==> src/rtl/logs_iterate_map_mc.sv <==
// logs_iterate_map_mc: round-robin multi-channel logistic-map iterator.
// Computes x <- r*x*(1-x) for every channel on one shared shift-and-add
// multiplier and streams (channel, x) samples out over valid/ready.
module logs_iterate_map_mc #(
    parameter int unsigned FRAC     = 8,
    parameter int unsigned CHANNELS = 4,
    parameter int unsigned ITER_LEN = 0,
    parameter int unsigned CH_W     = (CHANNELS > 1) ? $clog2(CHANNELS) : 1
) (
    input  logic                         clk,
    input  logic                         reset,
    input  logic [CHANNELS*(FRAC+2)-1:0] r_in,
    input  logic [FRAC-1:0]              x0,
    input  logic [7:0]                   burn_in,
    input  logic                         start,
    input  logic                         stop,
    output logic                         busy,
    output logic [FRAC-1:0]              x_out,
    output logic [CH_W-1:0]              x_chan,
    output logic                         x_valid,
    input  logic                         x_ready
);
    localparam int unsigned AW    = 2*FRAC + 2;
    localparam int unsigned BASE  = 2*FRAC + 3;
    localparam int unsigned L     = (ITER_LEN > BASE) ? ITER_LEN : BASE;
    localparam int unsigned PAD_N = L - BASE;
    localparam int unsigned CNT_W = $clog2(FRAC);

    typedef enum logic [2:0] {
        StIdle, StLoad, StMul1, StXfer, StMul2, StWb, StPad
    } state_e;

    state_e          state_q;
    logic [FRAC+1:0] r_q [CHANNELS];
    logic [FRAC-1:0] x_q [CHANNELS];
    logic [7:0]      burn_q;
    logic [7:0]      round_q;
    logic [CH_W-1:0] ch_q;
    logic            stop_q;
    logic [AW-1:0]   mult1_q;
    logic [AW-1:0]   accum_q;
    logic [FRAC-1:0] mult2_q;
    logic [CNT_W-1:0] cnt_q;
    logic [15:0]     pad_q;
    logic [FRAC-1:0] x_out_q;
    logic [CH_W-1:0] x_chan_q;
    logic            x_valid_q;

    logic [AW-1:0]   step_acc;
    logic [FRAC-1:0] xn;
    logic            due;
    logic            hold;
    logic            last_ch;
    logic [CH_W-1:0] ch_nxt;
    logic [7:0]      round_nxt;
    state_e          adv_state;

    // Multiplier step, truncated product, and round-robin advance values.
    always_comb begin
        step_acc  = mult2_q[0] ? accum_q + mult1_q : accum_q;
        xn        = accum_q[2*FRAC-1:FRAC];
        due       = (round_q >= burn_q);
        // Output due but the slot is still occupied and not draining this cycle.
        hold      = due && x_valid_q && !x_ready;
        last_ch   = (ch_q == CH_W'(CHANNELS - 1));
        ch_nxt    = last_ch ? '0 : ch_q + 1'b1;
        round_nxt = (last_ch && round_q != 8'hFF) ? round_q + 8'd1 : round_q;
        adv_state = stop_q ? StIdle : StLoad;
    end

    // Control FSM, datapath and registered output slot.
    always_ff @(posedge clk or posedge reset) begin
        if (reset) begin
            state_q   <= StIdle;
            burn_q    <= '0;
            round_q   <= '0;
            ch_q      <= '0;
            stop_q    <= 1'b0;
            mult1_q   <= '0;
            mult2_q   <= '0;
            accum_q   <= '0;
            cnt_q     <= '0;
            pad_q     <= '0;
            x_out_q   <= '0;
            x_chan_q  <= '0;
            x_valid_q <= 1'b0;
            for (int k = 0; k < int'(CHANNELS); k++) begin
                r_q[k] <= '0;
                x_q[k] <= '0;
            end
        end else begin
            if (x_valid_q && x_ready) x_valid_q <= 1'b0;
            if (state_q != StIdle && stop) stop_q <= 1'b1;

            unique case (state_q)
                StIdle: begin
                    if (start) begin
                        for (int k = 0; k < int'(CHANNELS); k++) begin
                            r_q[k] <= r_in[k*(FRAC+2) +: FRAC+2];
                            x_q[k] <= x0;
                        end
                        burn_q  <= burn_in;
                        ch_q    <= '0;
                        round_q <= '0;
                        state_q <= StLoad;
                    end
                end
                StLoad: begin
                    mult1_q <= AW'(x_q[ch_q]);
                    mult2_q <= ~x_q[ch_q];
                    accum_q <= '0;
                    cnt_q   <= '0;
                    state_q <= StMul1;
                end
                StMul1, StMul2: begin
                    accum_q <= step_acc;
                    mult1_q <= mult1_q << 1;
                    mult2_q <= mult2_q >> 1;
                    cnt_q   <= cnt_q + 1'b1;
                    if (cnt_q == CNT_W'(FRAC - 1)) begin
                        state_q <= (state_q == StMul1) ? StXfer : StWb;
                    end
                end
                StXfer: begin
                    mult1_q <= AW'(r_q[ch_q]);
                    mult2_q <= accum_q[2*FRAC-1:FRAC];
                    accum_q <= '0;
                    cnt_q   <= '0;
                    state_q <= StMul2;
                end
                StWb: begin
                    if (!hold) begin
                        x_q[ch_q] <= xn;
                        if (due) begin
                            x_out_q   <= xn;
                            x_chan_q  <= ch_q;
                            x_valid_q <= 1'b1;
                        end
                        if (PAD_N == 0) begin
                            ch_q    <= ch_nxt;
                            round_q <= round_nxt;
                            state_q <= adv_state;
                            if (stop_q) stop_q <= 1'b0;
                        end else begin
                            pad_q   <= '0;
                            state_q <= StPad;
                        end
                    end
                end
                StPad: begin
                    if (pad_q == 16'(PAD_N - 1)) begin
                        ch_q    <= ch_nxt;
                        round_q <= round_nxt;
                        state_q <= adv_state;
                        if (stop_q) stop_q <= 1'b0;
                    end else begin
                        pad_q <= pad_q + 16'd1;
                    end
                end
                default: state_q <= StIdle;
            endcase
        end
    end

    assign busy    = (state_q != StIdle);
    assign x_out   = x_out_q;
    assign x_chan  = x_chan_q;
    assign x_valid = x_valid_q;

endmodule

==> config.mk <==
export PLATFORM = sky130hd
export DESIGN_NAME = logs_iterate_map_mc
export DESIGN_NICKNAME = d
export VERILOG_FILES = /design/src/rtl/logs_iterate_map_mc.sv
export SDC_FILE = /design/constraint.sdc
export NUM_CORES = 1
export LEC_CHECK = 0
export BUFFER_PORTS_ARGS = -buffer_cell sky130_fd_sc_hd__buf_2
export CAP_MARGIN = 20
export CORE_MARGIN = 2
export CORE_UTILIZATION = 60
export CTS_CLUSTER_SIZE = 28
export DETAILED_ROUTE_END_ITERATION = 6
export PLACE_DENSITY = 0.81
export SYNTH_ARGS = -nofsm -noshare
export SYNTH_HDL_FRONTEND = slang
export SYNTH_SLANG_ARGS = --single-unit
export TNS_END_PERCENT = 50
==> constraint.sdc <==
create_clock -name clk -period 6.15 [get_ports clk]
set_clock_uncertainty 0.1 [all_clocks]
set_input_delay 0.3075 -clock clk [delete_from_list [all_inputs] [get_ports clk]]
set_output_delay 0.3075 -clock clk [all_outputs]
set_load 0.01 [all_outputs]
==> impl_metrics.yaml <==
status:
  status: "finished, violations left"
  failed_checks: "design-rule violations"
worst_setup_path:
  crit_fanout: 58
  cpPeakStageDelay_ns: 0.76
  crit_path_frequent_cell: "buf_4"
  endpoint_kind: "register"
  crit_buf_inv: 3
  arrival_ns: 3.98
  critical_path.top_delay_family: "simple AND/OR/NAND/NOR gates"
  slowest_stage: "nand2_1"
  start_kind: "register"
  worstPathCellList: "buf_4, inv_1, and3_2, buf_4, nor2_1, nand2_1, a31oi_1"
  required_ns: 6.38
  path_class: "reg2reg"
power:
  leakagePower_nw: 4.61
  power_density_mw_per_mm2: 511
  ir_drop_v: 0.000318
  fin_total_pwr_mw: 5.23
timing:
  drv_slew: 0
  hold_violations: 0
  max_freq_mhz: 266
  worstMarginPinSlew_ns: 1.13
  slew_headroom_pct: 24.5
  fin_crit_ns: 3.75
  layout_setup_ws_ns: 2.40
  setup_tns_ns: 0
  rsz0062_at_grt: "false"
  timing.final.crit_share_pct: 61.0
  setup_viol: 0
synth:
  async_reset_ff_share_pct: 100
  synth_edf_count: 0
  ys_seq_area_share_pct: 46.1
  synth_area_per_cell_um2: 10.2
  yosysWarnings: 0
  synth_cell_types: 73
  synthesis.area_mm2: 0.00890
  ys.flop_type: "dfrtp_1"
  yosysTopAreaCell: "dfrtp_1"
  synth_cells: 869
  yosys-top-cells-area: "dfrtp_1 (46%), nand2_1 (5.0%), mux4_2 (4.6%), ha_1 (4.4%), o21ai_0 (3.8%)"
  postSynthNetCount: 962
  netlist.area_leader.share_pct: 46.1
  synth-seq-cells: 164
die:
  die_h_um: 126
  ios: 73
  dieArea_mm2: 0.0158
  fp-row-count: 44
  die-width_um: 126
  start_util_pct: 61.3
  core_mm2: 0.0145
grt:
  grt.busiest_layer: "met2"
  antenna_found_initial: 0
  grt_pass1_wl_mm: 37.9
  overflow: 0
  grt_max_degree: 88
  grt_util_met1_pct: 40.0
  grt_pass1_vias: 7420
  met3_usage_pct: 6.16
  globalRouteTotalUtil_pct: 29.9
  globalRouteMet2Util_pct: 49.5
cts:
  cts_tree: "built"
  cts.sinks: 164
  htreeDepth: 4
  cts_setup_buffers: 0
  clkSlewWorstSetupHoldPaths_ns: 0.07
  clock_latency_ns: 0.43
  root_buffer: "clkbuf_16"
  cts_made_buffers: 17
  cts_max_path_buffers: 2
  cts_resized: 0
  hold_buffers: 21
run:
  maxCapViolations: 0
placement:
  port_buffers: 72
  dp_hpwl_mm: 14.7
  pre_cts_ws_ns: 2.58
  gp_congestion: 0.871
  placed_area_mm2: 0.00934
layout:
  area.sequential_mm2: 0.00410
  antenna-diode-count: 0
  drive_gt1_share_pct: 18.3
  nets: 1038
  fin_area_mm2: 0.0102
  area_growth_pct: 14.8
  fillCellCount: 1035
  multi_input_area_mm2: 0.00452
detailed_routing:
  vias: 7345
  firstDrtPassIters: 7
  postRouteAntennaNets: 0
  routedWlPerCell_um: 20.0
  via_per_inst: 6.43
  routed_wl_mm: 22.8
  drtIter0Drc: 776
  drc: 2
worst_hold_path:
  min_path_type: "in2reg"
==> logic make-up (layout without fill, tap and decap cells) <==
kind of cell               Yosys count  in the layout  share of synthesized area, %
AOI/OAI and AO/OA                  247            247                          18.6
adders and majority gates           32             32                          4.58
and+or+nand+nor                    255            255                          13.0
muxes                               74             74                          11.6
xor gates and xnor gates            29             29                          2.94
DFF                                164            164                          46.1
buffers and inverters               68            157                          3.19
==> routing by layer <==
metal | vias up | routed length [µm]
li1 | 3348 | -
met4 | 0 | 651
met3 | 59 | 1600
met1 | 3579 | 9390
met2 | 359 | 11200
met5 | - | 0
==> area by class of cell <==
| cell class | instances | share of cell area [%] |
|---|---|---|
| Clock buffer | 19 | 4.33 |
| Clock inverter | 13 | 1.66 |
| Inverter | 22 | 0.857 |
| Multi-Input combinational cell | 637 | 44.2 |
| Sequential cell | 164 | 40.1 |
| Tap cell | 184 | 2.25 |
| Timing Repair Buffer | 103 | 6.58 |
==> power by group <==
group / switching (mW) / internal, mW / total (mW)
registers: 0.398 / 1.50 / 1.90
logic: 1.24 / 0.961 / 2.21
clock network: 0.465 / 0.656 / 1.12
==> registers in the layout, indices dropped and copies added, names as in the netlist, 16 cells and up <==
name     cells
accum_q     16
mult1_q     16
x_q         32
pad_q       16
r_q         40
==> cell usage after synthesis (all sizes together) (4+ instances only) <==
master / number
nand3: 42
o21ai: 87
nand2b: 4
nand2: 118
o31ai: 5
and3: 4
a21boi: 10
o21a: 8
xor2: 9
clkbuf: 18
a21oi: 30
nor4: 4
and2: 6
nor3: 9
a221oi: 8
nor2: 50
nor2b: 6
xnor2: 20
a22o: 4
buf: 28
a21o: 12
a31oi: 37
dfrtp: 164
inv: 22
o2bb2ai: 4
a221o: 8
mux2: 53
mux4: 18
ha: 31
a32oi: 6
nand4: 5
==> placed cells by master (no fill, tap or decap), types with 9 or more instances in the layout <==
cell type,synthesis,final
dfrtp_1,164,164
nand2_1,118,118
buf_2,20,72
o21ai_0,68,68
nor2_1,47,47
nand3_1,41,41
a31oi_1,37,37
ha_1,31,31
a21oi_1,29,29
mux2_1,28,28
mux2_2,25,25
dlygate4sd3_1,0,24
inv_1,21,20
xnor2_1,19,19
o21ai_1,18,18
mux4_2,18,18
clkbuf_16,0,17
a21o_1,12,12
a21boi_0,9,9
xor2_1,9,9
==> final timing paths <==
path / start / end / slack (ns) / cells after the start
setup / recovery: state_q[2] / x_q[14] / 2.40 / 7
hold / removal: r_in[30] / r_q[0] / 0.005 / 2
setup reg to reg: state_q[2] / x_q[14] / 2.40 / 7
hold reg to reg: pad_q[5] / pad_q[5] / 0.36 / 1
max in group asynchronous: reset / x_q[26] / 3.99 / 4
min in group asynchronous: reset / cnt_q[0] / 0.49 / 3
==> through the flow <==
stage | std cells | hold WS (ns) | utilization [%]
2_1_floorplan | 869 | 0.324 | -
3_3_place_gp | 1085 | 0.358 | 64.3
3_5_place_dp | 1085 | 0.355 | 64.3
4_1_cts | 1138 | 0.000557 | 69.9
5_1_grt | 1142 | 0.00688 | 70.3
6_report | 1142 | 0.00504 | 70.3
Note: power is estimated with default switching activity, not from simulation.
